[src/rtl/rx_frame_controller.sv]
// rx_frame_controller: UART receive frame sequencer.
// Finds the start bit and samples each bit at mid-bit using an oversampling
// tick. It strobes the external even-parity checker and checks the stop bit.
// Each finished byte is delivered with a one-cycle valid pulse plus
// parity and framing status.
module rx_frame_controller #(
  parameter int INPUT_DATA_WIDTH = 8,
  parameter int OVERSAMPLE       = 16,
  parameter int PARITY_EN        = 1
) (
  input  logic                        clk,
  input  logic                        reset,
  input  logic                        serial_in_synced,
  input  logic                        sample_tick,
  input  logic                        rx_error,
  output logic [INPUT_DATA_WIDTH-1:0] received_data,
  output logic                        is_parity_stage,
  output logic [INPUT_DATA_WIDTH-1:0] rx_data,
  output logic                        rx_valid,
  output logic                        parity_error,
  output logic                        framing_error,
  output logic                        busy
);

  localparam int TW = (OVERSAMPLE > 1) ? $clog2(OVERSAMPLE) : 1;
  localparam int BW = (INPUT_DATA_WIDTH > 1) ? $clog2(INPUT_DATA_WIDTH) : 1;

  // A tick whose pre-increment count equals TICK_MID is the mid start-bit tick.
  // This is because the start-detect tick itself loads zero.
  localparam logic [TW-1:0] TICK_MID  = TW'(OVERSAMPLE / 2 - 1);
  localparam logic [TW-1:0] TICK_LAST = TW'(OVERSAMPLE - 1);
  localparam logic [TW-1:0] TICK_ONE  = TW'(1);
  localparam logic [BW-1:0] BIT_LAST  = BW'(INPUT_DATA_WIDTH - 1);
  localparam logic [BW-1:0] BIT_ONE   = BW'(1);

  typedef enum logic [2:0] {
    IDLE,
    START,
    DATA,
    PARITY,
    PAR_WAIT,
    STOP
  } state_t;

  state_t                      state_reg, state_next;
  logic [TW-1:0]               tick_cnt_reg, tick_cnt_next;
  logic [BW-1:0]               bit_cnt_reg, bit_cnt_next;
  logic [INPUT_DATA_WIDTH-1:0] shift_reg, shift_next;
  logic                        strobe_reg, strobe_next;
  logic                        strobe_second_reg, strobe_second_next;
  logic                        par_flag_reg, par_flag_next;
  logic [INPUT_DATA_WIDTH-1:0] rx_data_reg, rx_data_next;
  logic                        rx_valid_reg, rx_valid_next;
  logic                        parity_error_reg, parity_error_next;
  logic                        framing_error_reg, framing_error_next;
  logic                        busy_reg, busy_next;

  // State and output registers; every output comes straight from a flop.
  always_ff @(posedge clk) begin
    if (reset) begin
      state_reg         <= IDLE;
      tick_cnt_reg      <= '0;
      bit_cnt_reg       <= '0;
      shift_reg         <= '0;
      strobe_reg        <= 1'b0;
      strobe_second_reg <= 1'b0;
      par_flag_reg      <= 1'b0;
      rx_data_reg       <= '0;
      rx_valid_reg      <= 1'b0;
      parity_error_reg  <= 1'b0;
      framing_error_reg <= 1'b0;
      busy_reg          <= 1'b0;
    end else begin
      state_reg         <= state_next;
      tick_cnt_reg      <= tick_cnt_next;
      bit_cnt_reg       <= bit_cnt_next;
      shift_reg         <= shift_next;
      strobe_reg        <= strobe_next;
      strobe_second_reg <= strobe_second_next;
      par_flag_reg      <= par_flag_next;
      rx_data_reg       <= rx_data_next;
      rx_valid_reg      <= rx_valid_next;
      parity_error_reg  <= parity_error_next;
      framing_error_reg <= framing_error_next;
      busy_reg          <= busy_next;
    end
  end

  // Next-state logic: frame sequencing, bit sampling and the parity strobe.
  always_comb begin
    state_next         = state_reg;
    tick_cnt_next      = sample_tick ? (tick_cnt_reg + TICK_ONE) : tick_cnt_reg;
    bit_cnt_next       = bit_cnt_reg;
    shift_next         = shift_reg;
    strobe_next        = strobe_reg;
    strobe_second_next = strobe_second_reg;
    par_flag_next      = par_flag_reg;
    rx_data_next       = rx_data_reg;
    rx_valid_next      = 1'b0;
    parity_error_next  = parity_error_reg;
    framing_error_next = framing_error_reg;

    case (state_reg)
      IDLE: begin
        tick_cnt_next = '0;
        if (sample_tick && !serial_in_synced) begin
          state_next = START;
        end
      end

      START: begin
        if (sample_tick && (tick_cnt_reg == TICK_MID)) begin
          if (!serial_in_synced) begin
            state_next    = DATA;
            tick_cnt_next = '0;
            bit_cnt_next  = '0;
            par_flag_next = 1'b0;
          end else begin
            // Line went back high before mid start bit: a glitch, not a frame.
            state_next = IDLE;
          end
        end
      end

      DATA: begin
        if (sample_tick && (tick_cnt_reg == TICK_LAST)) begin
          tick_cnt_next = '0;
          shift_next    = {serial_in_synced, shift_reg[INPUT_DATA_WIDTH-1:1]};
          if (bit_cnt_reg == BIT_LAST) begin
            state_next = (PARITY_EN != 0) ? PARITY : STOP;
          end else begin
            bit_cnt_next = bit_cnt_reg + BIT_ONE;
          end
        end
      end

      PARITY: begin
        // The checker needs two strobe cycles: it captures on the first and
        // compares on the second. Ticks keep counting during the strobe, so
        // the stop bit stays aligned to the parity mid-bit.
        if (!strobe_reg) begin
          if (sample_tick && (tick_cnt_reg == TICK_LAST)) begin
            tick_cnt_next      = '0;
            strobe_next        = 1'b1;
            strobe_second_next = 1'b0;
          end
        end else if (!strobe_second_reg) begin
          strobe_second_next = 1'b1;
        end else begin
          strobe_next        = 1'b0;
          strobe_second_next = 1'b0;
          state_next         = PAR_WAIT;
        end
      end

      PAR_WAIT: begin
        par_flag_next = rx_error;
        state_next    = STOP;
      end

      STOP: begin
        if (sample_tick && (tick_cnt_reg == TICK_LAST)) begin
          framing_error_next = ~serial_in_synced;
          rx_data_next       = shift_reg;
          parity_error_next  = (PARITY_EN != 0) ? par_flag_reg : 1'b0;
          rx_valid_next      = 1'b1;
          state_next         = IDLE;
        end
      end

      default: begin
        state_next = IDLE;
      end
    endcase

    busy_next = (state_next != IDLE);
  end

  assign received_data   = shift_reg;
  assign is_parity_stage = strobe_reg;
  assign rx_data         = rx_data_reg;
  assign rx_valid        = rx_valid_reg;
  assign parity_error    = parity_error_reg;
  assign framing_error   = framing_error_reg;
  assign busy            = busy_reg;

endmodule

[config.mk]
export PLATFORM = sky130hd
export DESIGN_NAME = rx_frame_controller
export DESIGN_NICKNAME = d
export VERILOG_FILES = /design/src/rtl/rx_frame_controller.sv
export SDC_FILE = /design/constraint.sdc
export NUM_CORES = 1
export LEC_CHECK = 0
export ABC_AREA = 0
export CORE_ASPECT_RATIO = 1.75
export CORE_MARGIN = 10
export CORE_UTILIZATION = 55
export CTS_CLUSTER_DIAMETER = 100
export CTS_CLUSTER_SIZE = 12
export DETAILED_ROUTE_END_ITERATION = 6
export PLACE_DENSITY = 0.83
export SETUP_SLACK_MARGIN = 0.5
export SLEW_MARGIN = 40
export SYNTH_ARGS = -nofsm -noshare
export SYNTH_HDL_FRONTEND = slang
export SYNTH_SLANG_ARGS = --single-unit
[constraint.sdc]
create_clock -name clk -period 4.9 [get_ports clk]
set_input_delay 0.49 -clock clk [delete_from_list [all_inputs] [get_ports clk]]
set_output_delay 0.49 -clock clk [all_outputs]
set_load 0.02 [all_outputs]
==> results.py, run 1 <==
metrics = {
    "timing": {
        "timing.slew.headroom_pct": 57.1,
        "finalSetupViolCount": 0,
        "worst_max_slew_pin_slew_ns": 0.642,
        "fmax_mhz": 450,
        "hold_viol_final": 0,
        "final.hold.worst_slack_ns": 0.494,
        "timing.setup.tns_ns": 0,
        "setup_repair_after_global_routing_missed_its_margin": "no",
        "timing.final.crit_period_ns": 2.22,
        "worst_clock_skew_ns": 0.00124,
        "timing_max_transition_violations_final": 0,
        "period_share_pct": 45.3,
    },
    "synthesis": {
        "synth_area_per_cell_um2": 9.65,
        "synth_fp_nets": 159,
        "synth.most_common_cell": "sky130_fd_sc_hd__dfxtp_1",
        "synth_top_area_cell": "sky130_fd_sc_hd__dfxtp_1",
        "synth.yosys.warnings": 0,
        "yosysTopAreaCellShare_pct": 45.3,
        "synth-seq-area-share_pct": 45.3,
        "number_of_synthesized_flops_with_an_enable_pin": 0,
        "synth.cells.most_frequent": "sky130_fd_sc_hd__dfxtp_1, sky130_fd_sc_hd__nor2_1, sky130_fd_sc_hd__mux2i_1",
        "ys_async_sr_fraction_pct": 0,
        "most_area_consuming_cells_after_synthesis": "sky130_fd_sc_hd__dfxtp_1, sky130_fd_sc_hd__mux2i_1, sky130_fd_sc_hd__nor2_1",
        "synth_cell_types": 38,
        "synth.ff_latch_count": 33,
        "syn-cell-area_um2": 1460,
        "syn-instance-count": 151,
        "synth_flop_cell": "sky130_fd_sc_hd__dfxtp_1",
    },
    "route": {
        "drt-initial-drc-count": 38,
        "viasPerCell": 5.81,
        "post_drt_wl_per_cell_um": 16.0,
        "route.met3.wl_um": 174,
        "vias": 1156,
        "routed.top_layer": "met4",
        "met1Wirelength_um": 1170,
        "drt_drc_violations_left": 0,
        "met2WireLength_um": 1790,
        "postRouteAntennaNets": 0,
        "routed_wirelength_um": 3190,
        "firstDrtPassIters": 4,
    },
    "outcome": {
        "outcome": "finished clean",
    },
    "worst_setup_path": {
        "slowest_delay_ns": 0.65,
        "classification_of_the_worst_setup_path": "input pin to flip-flop",
        "critical_path.slowest_cell": "sky130_fd_sc_hd__clkdlybuf4s50_1",
        "worstPathMaxFanout": 11,
        "setup.worst_path.start_class": "input pin",
        "endpoint_kind": "flip-flop",
        "critical_path_arrival_ns": 2.37,
        "worst-endpoint-required_ns": 5.05,
        "critical_path.cell_chain": "clkdlybuf4s50_1 > and4_2 > nand3_1 > mux2i_1 > nor2_1",
    },
    "cts": {
        "tritoncts": "yes",
        "cts_htree_levels": 2,
        "root_buffer": "sky130_fd_sc_hd__clkbuf_8",
        "number_of_clock_sinks_seen_by_cts": 33,
        "clkSlewWorstSetupHoldPaths_ns": 0.06,
        "cts_hold_buf": 0,
        "post_cts.resized_instances": 0,
        "post_cts_buffers": 0,
        "numCtsBuffers": 5,
        "max-clock-path-buffers": 2,
        "clock_insertion_delay_worst_skew_ns": 0.28,
    },
    "die": {
        "row_count": 24,
        "die_h_um": 88.1,
        "die_w_um": 58.9,
        "die_area_um2": 5190,
        "initial_utilization_pct": 57.8,
        "design.portCount": 26,
        "floorplan.core_area_um2": 2520,
    },
    "worst_hold_path": {
        "hp-class": "flip-flop to flip-flop",
    },
    "global_route": {
        "first_global_vias": 1190,
        "pin_count_of_the_biggest_net_entering_global_routing": 32,
        "grt_util_all_layers_pct": 14.0,
        "global_route.overflow_total": 0,
        "global_route_wire_length_before_repair_um": 5680,
        "antenna_found_initial": 0,
    },
    "layout": {
        "design.final.nets": 182,
        "layout-area-overhead-vs-synth_pct": 20.7,
        "diodes": 0,
        "drive_gt1_share_pct": 8.67,
    },
    "pwr": {
        "leakage_nw": 0.762,
        "vdd_ir_drop_max_mv": 0.199,
        "p_per_area_nw_per_um2": 268,
    },
    "placed_design": {
        "gp_routability_congestion": 0.929,
        "port-buffer-count": 25,
        "hpwlAfterDp_um": 2410,
    },
    "job": {
        "timing.max_cap.violations": 0,
    },
}
[kinds of logic (layout without fill, tap and decap cells)]
logic type / count (synthesis) / in the layout / synth area share (%)
muxes: 22 / 22 / 15.1
and+or+nand+nor: 60 / 60 / 20.9
xor gates and xnor gates: 3 / 3 / 1.80
buffers and inverters: 12 / 34 / 4.21
adders and majority gates: 3 / 3 / 2.58
AOI/OAI and AO/OA: 18 / 18 / 10.1
DFF: 33 / 33 / 45.3
[metal layers]
metal | global-route usage, % | up-vias
li1 | - | 566
met1 | 13.8 | 540
met2 | 24.6 | 42
met3 | 4.20 | 8
met4 | 8.18 | 0
met5 | 0 | -
[power breakdown]
group | total [mW] | internal, mW | switching (mW) | leakage [nW]
registers | 0.272 | 0.270 | 0.00217 | 0.266
clock network | 0.181 | 0.0932 | 0.0875 | 0.0399
logic | 0.0184 | 0.00798 | 0.0104 | 0.456
total | 0.471 | 0.371 | 0.100 | 0.762
[layout by cell type (no fill, tap or decap), types with 2 or more instances in the layout]
master / n
sky130_fd_sc_hd__ha_1: 3
sky130_fd_sc_hd__nand2b_1: 6
sky130_fd_sc_hd__dfxtp_1: 33
sky130_fd_sc_hd__mux2i_1: 22
sky130_fd_sc_hd__nand3_2: 2
sky130_fd_sc_hd__inv_1: 3
sky130_fd_sc_hd__a21oi_1: 4
sky130_fd_sc_hd__and2_1: 3
sky130_fd_sc_hd__clkdlybuf4s50_1: 24
sky130_fd_sc_hd__nor2b_1: 2
sky130_fd_sc_hd__nor2_1: 30
sky130_fd_sc_hd__o21ai_0: 3
sky130_fd_sc_hd__clkbuf_8: 5
sky130_fd_sc_hd__nand3_1: 2
sky130_fd_sc_hd__nand4_1: 2
sky130_fd_sc_hd__nand2_1: 6
sky130_fd_sc_hd__xnor2_1: 2
[final timing paths]
check | startpoint | to | slack [ns] | cells past startpoint
setup / recovery | sample_tick | rx_data[1] | 2.68 | 5
hold / removal | bit_cnt_reg[1] | bit_cnt_reg[1] | 0.49 | 2
setup reg to reg | tick_cnt_reg[0] | rx_data[1] | 2.97 | 5
hold reg to reg | bit_cnt_reg[1] | bit_cnt_reg[1] | 0.49 | 2
[area by class of cell]
type                       instances  area, um2
clock buffer                       5       68.8
clock inverter                     1       5.00
sequential                        33        661
timing repair buffer              25        245
inverter                           3       11.3
tap                               26       32.5
fill                             215        763
multi-input combinational        106        736
[critical path: cells and delay by family]
kind / cells / cell delay (ns)
multiplexers: 1 / 0.33
AND/OR/NAND/NOR: 3 / 0.90
buffers and inverters: 1 / 0.65
[per-stage QoR]
stage,util [%],total power [mW],setup WS (ns),instances,instance area [um2]
CTS,69.7,0.479,2.72,199,1760
finish,69.7,0.471,2.68,199,1760
floorplan,-,0.290,3.29,151,1460
global route,69.7,0.494,2.52,199,1760
detailed placement,66.8,0.296,2.42,193,1690
global placement,67.0,0.296,2.44,193,1690
Note: power is estimated with default switching activity, not from simulation.
==> inputs of run 2 (changes only) <==
--- a/config.mk
+++ b/config.mk
@@ -8,11 +8,11 @@
 export ABC_AREA = 0
 export CORE_ASPECT_RATIO = 1.75
 export CORE_MARGIN = 10
-export CORE_UTILIZATION = 55
+export CORE_UTILIZATION = 51
 export CTS_CLUSTER_DIAMETER = 100
 export CTS_CLUSTER_SIZE = 12
 export DETAILED_ROUTE_END_ITERATION = 6
-export PLACE_DENSITY = 0.83
+export PLACE_DENSITY = 0.78
 export SETUP_SLACK_MARGIN = 0.5
 export SLEW_MARGIN = 40
 export SYNTH_ARGS = -nofsm -noshare
==> constraint.sdc (replaced) <==
create_clock -name clk -period 2.22 [get_ports clk]
set_input_delay 0.222 -clock clk [delete_from_list [all_inputs] [get_ports clk]]
set_output_delay 0.222 -clock clk [all_outputs]
set_load 0.02 [all_outputs]
==> results.py, run 2 (synthesized netlist as in run 1, its figures left out) <==
metrics = {
    "cts": {
        "root_buffer": "sky130_fd_sc_hd__clkbuf_8",
        "cts_htree_levels": 2,
        "clkSlewWorstSetupHoldPaths_ns": 0.06,
        "max-clock-path-buffers": 2,
        "number_of_clock_sinks_seen_by_cts": 33,
        "tritoncts": "yes",
        "numCtsBuffers": 5,
        "clock_insertion_delay_worst_skew_ns": 0.28,
    },
    "worst_setup_path": {
        "worst-endpoint-required_ns": 2.42,
        "reg2reg_to": "bit_cnt_reg[0]",
        "endpoint_kind": "flip-flop",
        "ff2ff_path_depth": 4,
        "setup.worst_path.start_class": "flip-flop",
        "critical_path_arrival_ns": 1.86,
        "worst-r2r-setup-slack_ns": 0.57,
        "worstPathMaxFanout": 14,
        "worst_r2r_startpoint": "state_reg[1]",
        "setup.worst_path.start": "state_reg[1]",
        "classification_of_the_worst_setup_path": "flip-flop to flip-flop",
    },
    "timing": {
        "timing.final.crit_period_ns": 1.65,
        "final.hold.worst_slack_ns": 0.494,
        "setup_repair_after_global_routing_missed_its_margin": "no",
        "period_share_pct": 74.5,
        "worst_clock_skew_ns": 0.00509,
        "fmax_mhz": 605,
        "finalSetupViolCount": 0,
        "worst_max_slew_pin_slew_ns": 0.524,
        "timing.setup.tns_ns": 0,
        "hold_viol_final": 0,
        "timing_max_transition_violations_final": 0,
        "timing.slew.headroom_pct": 64.6,
    },
    "worst_hold_path": {
        "whs_path_depth": 2,
        "worstHoldEndpoint": "bit_cnt_reg[2]",
        "worst_hold_startpoint": "bit_cnt_reg[2]",
        "hp-class": "flip-flop to flip-flop",
    },
    "global_route": {
        "first_global_vias": 1200,
        "grt_util_all_layers_pct": 12.5,
        "antenna_found_initial": 0,
        "global_route.overflow_total": 0,
        "global_route_wire_length_before_repair_um": 5380,
        "pin_count_of_the_biggest_net_entering_global_routing": 22,
    },
    "job": {
        "timing.max_cap.violations": 0,
    },
    "outcome": {
        "outcome": "finished clean",
    },
    "pwr": {
        "p_per_area_nw_per_um2": 582,
        "clock_power_share_pct": 39.9,
        "internal_power_mw": 0.830,
        "leakage_nw": 0.790,
        "combinationalPowerShare_pct": 4.1,
        "vdd_ir_drop_max_mv": 0.435,
        "switching_share_pct": 22.4,
        "switchingPower_mw": 0.239,
        "pwr-share-seq_pct": 56.0,
    },
    "die": {
        "die_area_um2": 5480,
        "floorplan.core_area_um2": 2720,
        "design.portCount": 26,
        "die_w_um": 60.4,
        "row_count": 25,
        "initial_utilization_pct": 53.6,
        "die_h_um": 90.7,
    },
    "layout": {
        "num-fill-cells": 225,
        "layout.core_utilization_pct": 67.5,
        "final_common_cell": "sky130_fd_sc_hd__nor2_1",
        "final-seq-area_um2": 671,
        "drive_gt1_share_pct": 13.4,
        "design.final.nets": 186,
        "diodes": 0,
        "multi_input_area_um2": 756,
        "layout-area-overhead-vs-synth_pct": 26.0,
        "layout_common_cells": "sky130_fd_sc_hd__nor2_1, sky130_fd_sc_hd__dfxtp_1, sky130_fd_sc_hd__clkdlybuf4s50_1",
    },
    "placed_design": {
        "port-buffer-count": 25,
        "hpwlAfterDp_um": 2340,
        "gp_routability_congestion": 0.905,
    },
    "route": {
        "postRouteAntennaNets": 0,
        "firstDrtPassIters": 4,
        "routed_wirelength_um": 3310,
        "viasPerCell": 5.73,
        "drt_drc_violations_left": 0,
        "drt-initial-drc-count": 28,
        "post_drt_wl_per_cell_um": 16.1,
        "vias": 1180,
    },
}
## run 2: how the worst max path moves through the flow
stage                           endpoint  slack (ns)
after detailed placement  bit_cnt_reg[1]        0.13
after floorplan           bit_cnt_reg[0]        0.64
after global placement              busy        0.24
after CTS                 bit_cnt_reg[0]        0.51
after global routing      bit_cnt_reg[1]        0.50
final                     bit_cnt_reg[0]        0.57
## run 2: layout make-up
class	instances	area share, %
multi-input cells	106	41.1
repair buffers	29	15.4
inverters	3	0.613
well taps	27	1.84
flip-flops and latches	33	36.5
clock buffers	6	3.95
clock inverters	2	0.545
## run 2: through the flow
| stage | cell area (um2) | power, mW | worst slack, ns | instances |
|---|---|---|---|---|
| after detailed placement | 1710 | 0.656 | 0.130 | 196 |
| after floorplan | 1460 | 0.641 | 0.637 | 151 |
| after global placement | 1710 | 0.656 | 0.242 | 196 |
| after global routing | 1840 | 1.11 | 0.500 | 206 |
| after CTS | 1820 | 1.08 | 0.514 | 205 |
| final | 1840 | 1.07 | 0.567 | 206 |
## run 2: power groups by stage
stage | logic [mW] | clock network (mW) | registers (mW)
2_1_floorplan | 0.0292 | 0 | 0.612
3_3_place_gp | 0.0423 | 0 | 0.613
3_5_place_dp | 0.0428 | 0 | 0.613
4_1_cts | 0.0434 | 0.437 | 0.600
5_1_grt | 0.0487 | 0.465 | 0.599
6_report | 0.0442 | 0.426 | 0.599
## run 2: timing repair
action | in CTS | in global routing
pin swaps | 3 | 3
hold buffers | 0 | 0
gates resized for setup | 9 | 2
setup endpoints to repair | 5 | 8
setup buffers | 1 | 1
## run 2: metal layers
metal / share of wire [%] / global-route usage (%)
met5: 0 / 0
met4: 2.9 / 7.72
met3: 7.7 / 3.94
met2: 53 / 22.3
met1: 37 / 11.2
## run 2: worst max-delay path, stage by stage (launching register included)
cell	delay, ns
sky130_fd_sc_hd__dfxtp_2	0.39
sky130_fd_sc_hd__or2_1	0.29
sky130_fd_sc_hd__or4_4	0.47
sky130_fd_sc_hd__a21oi_4	0.20
sky130_fd_sc_hd__mux2i_1	0.23
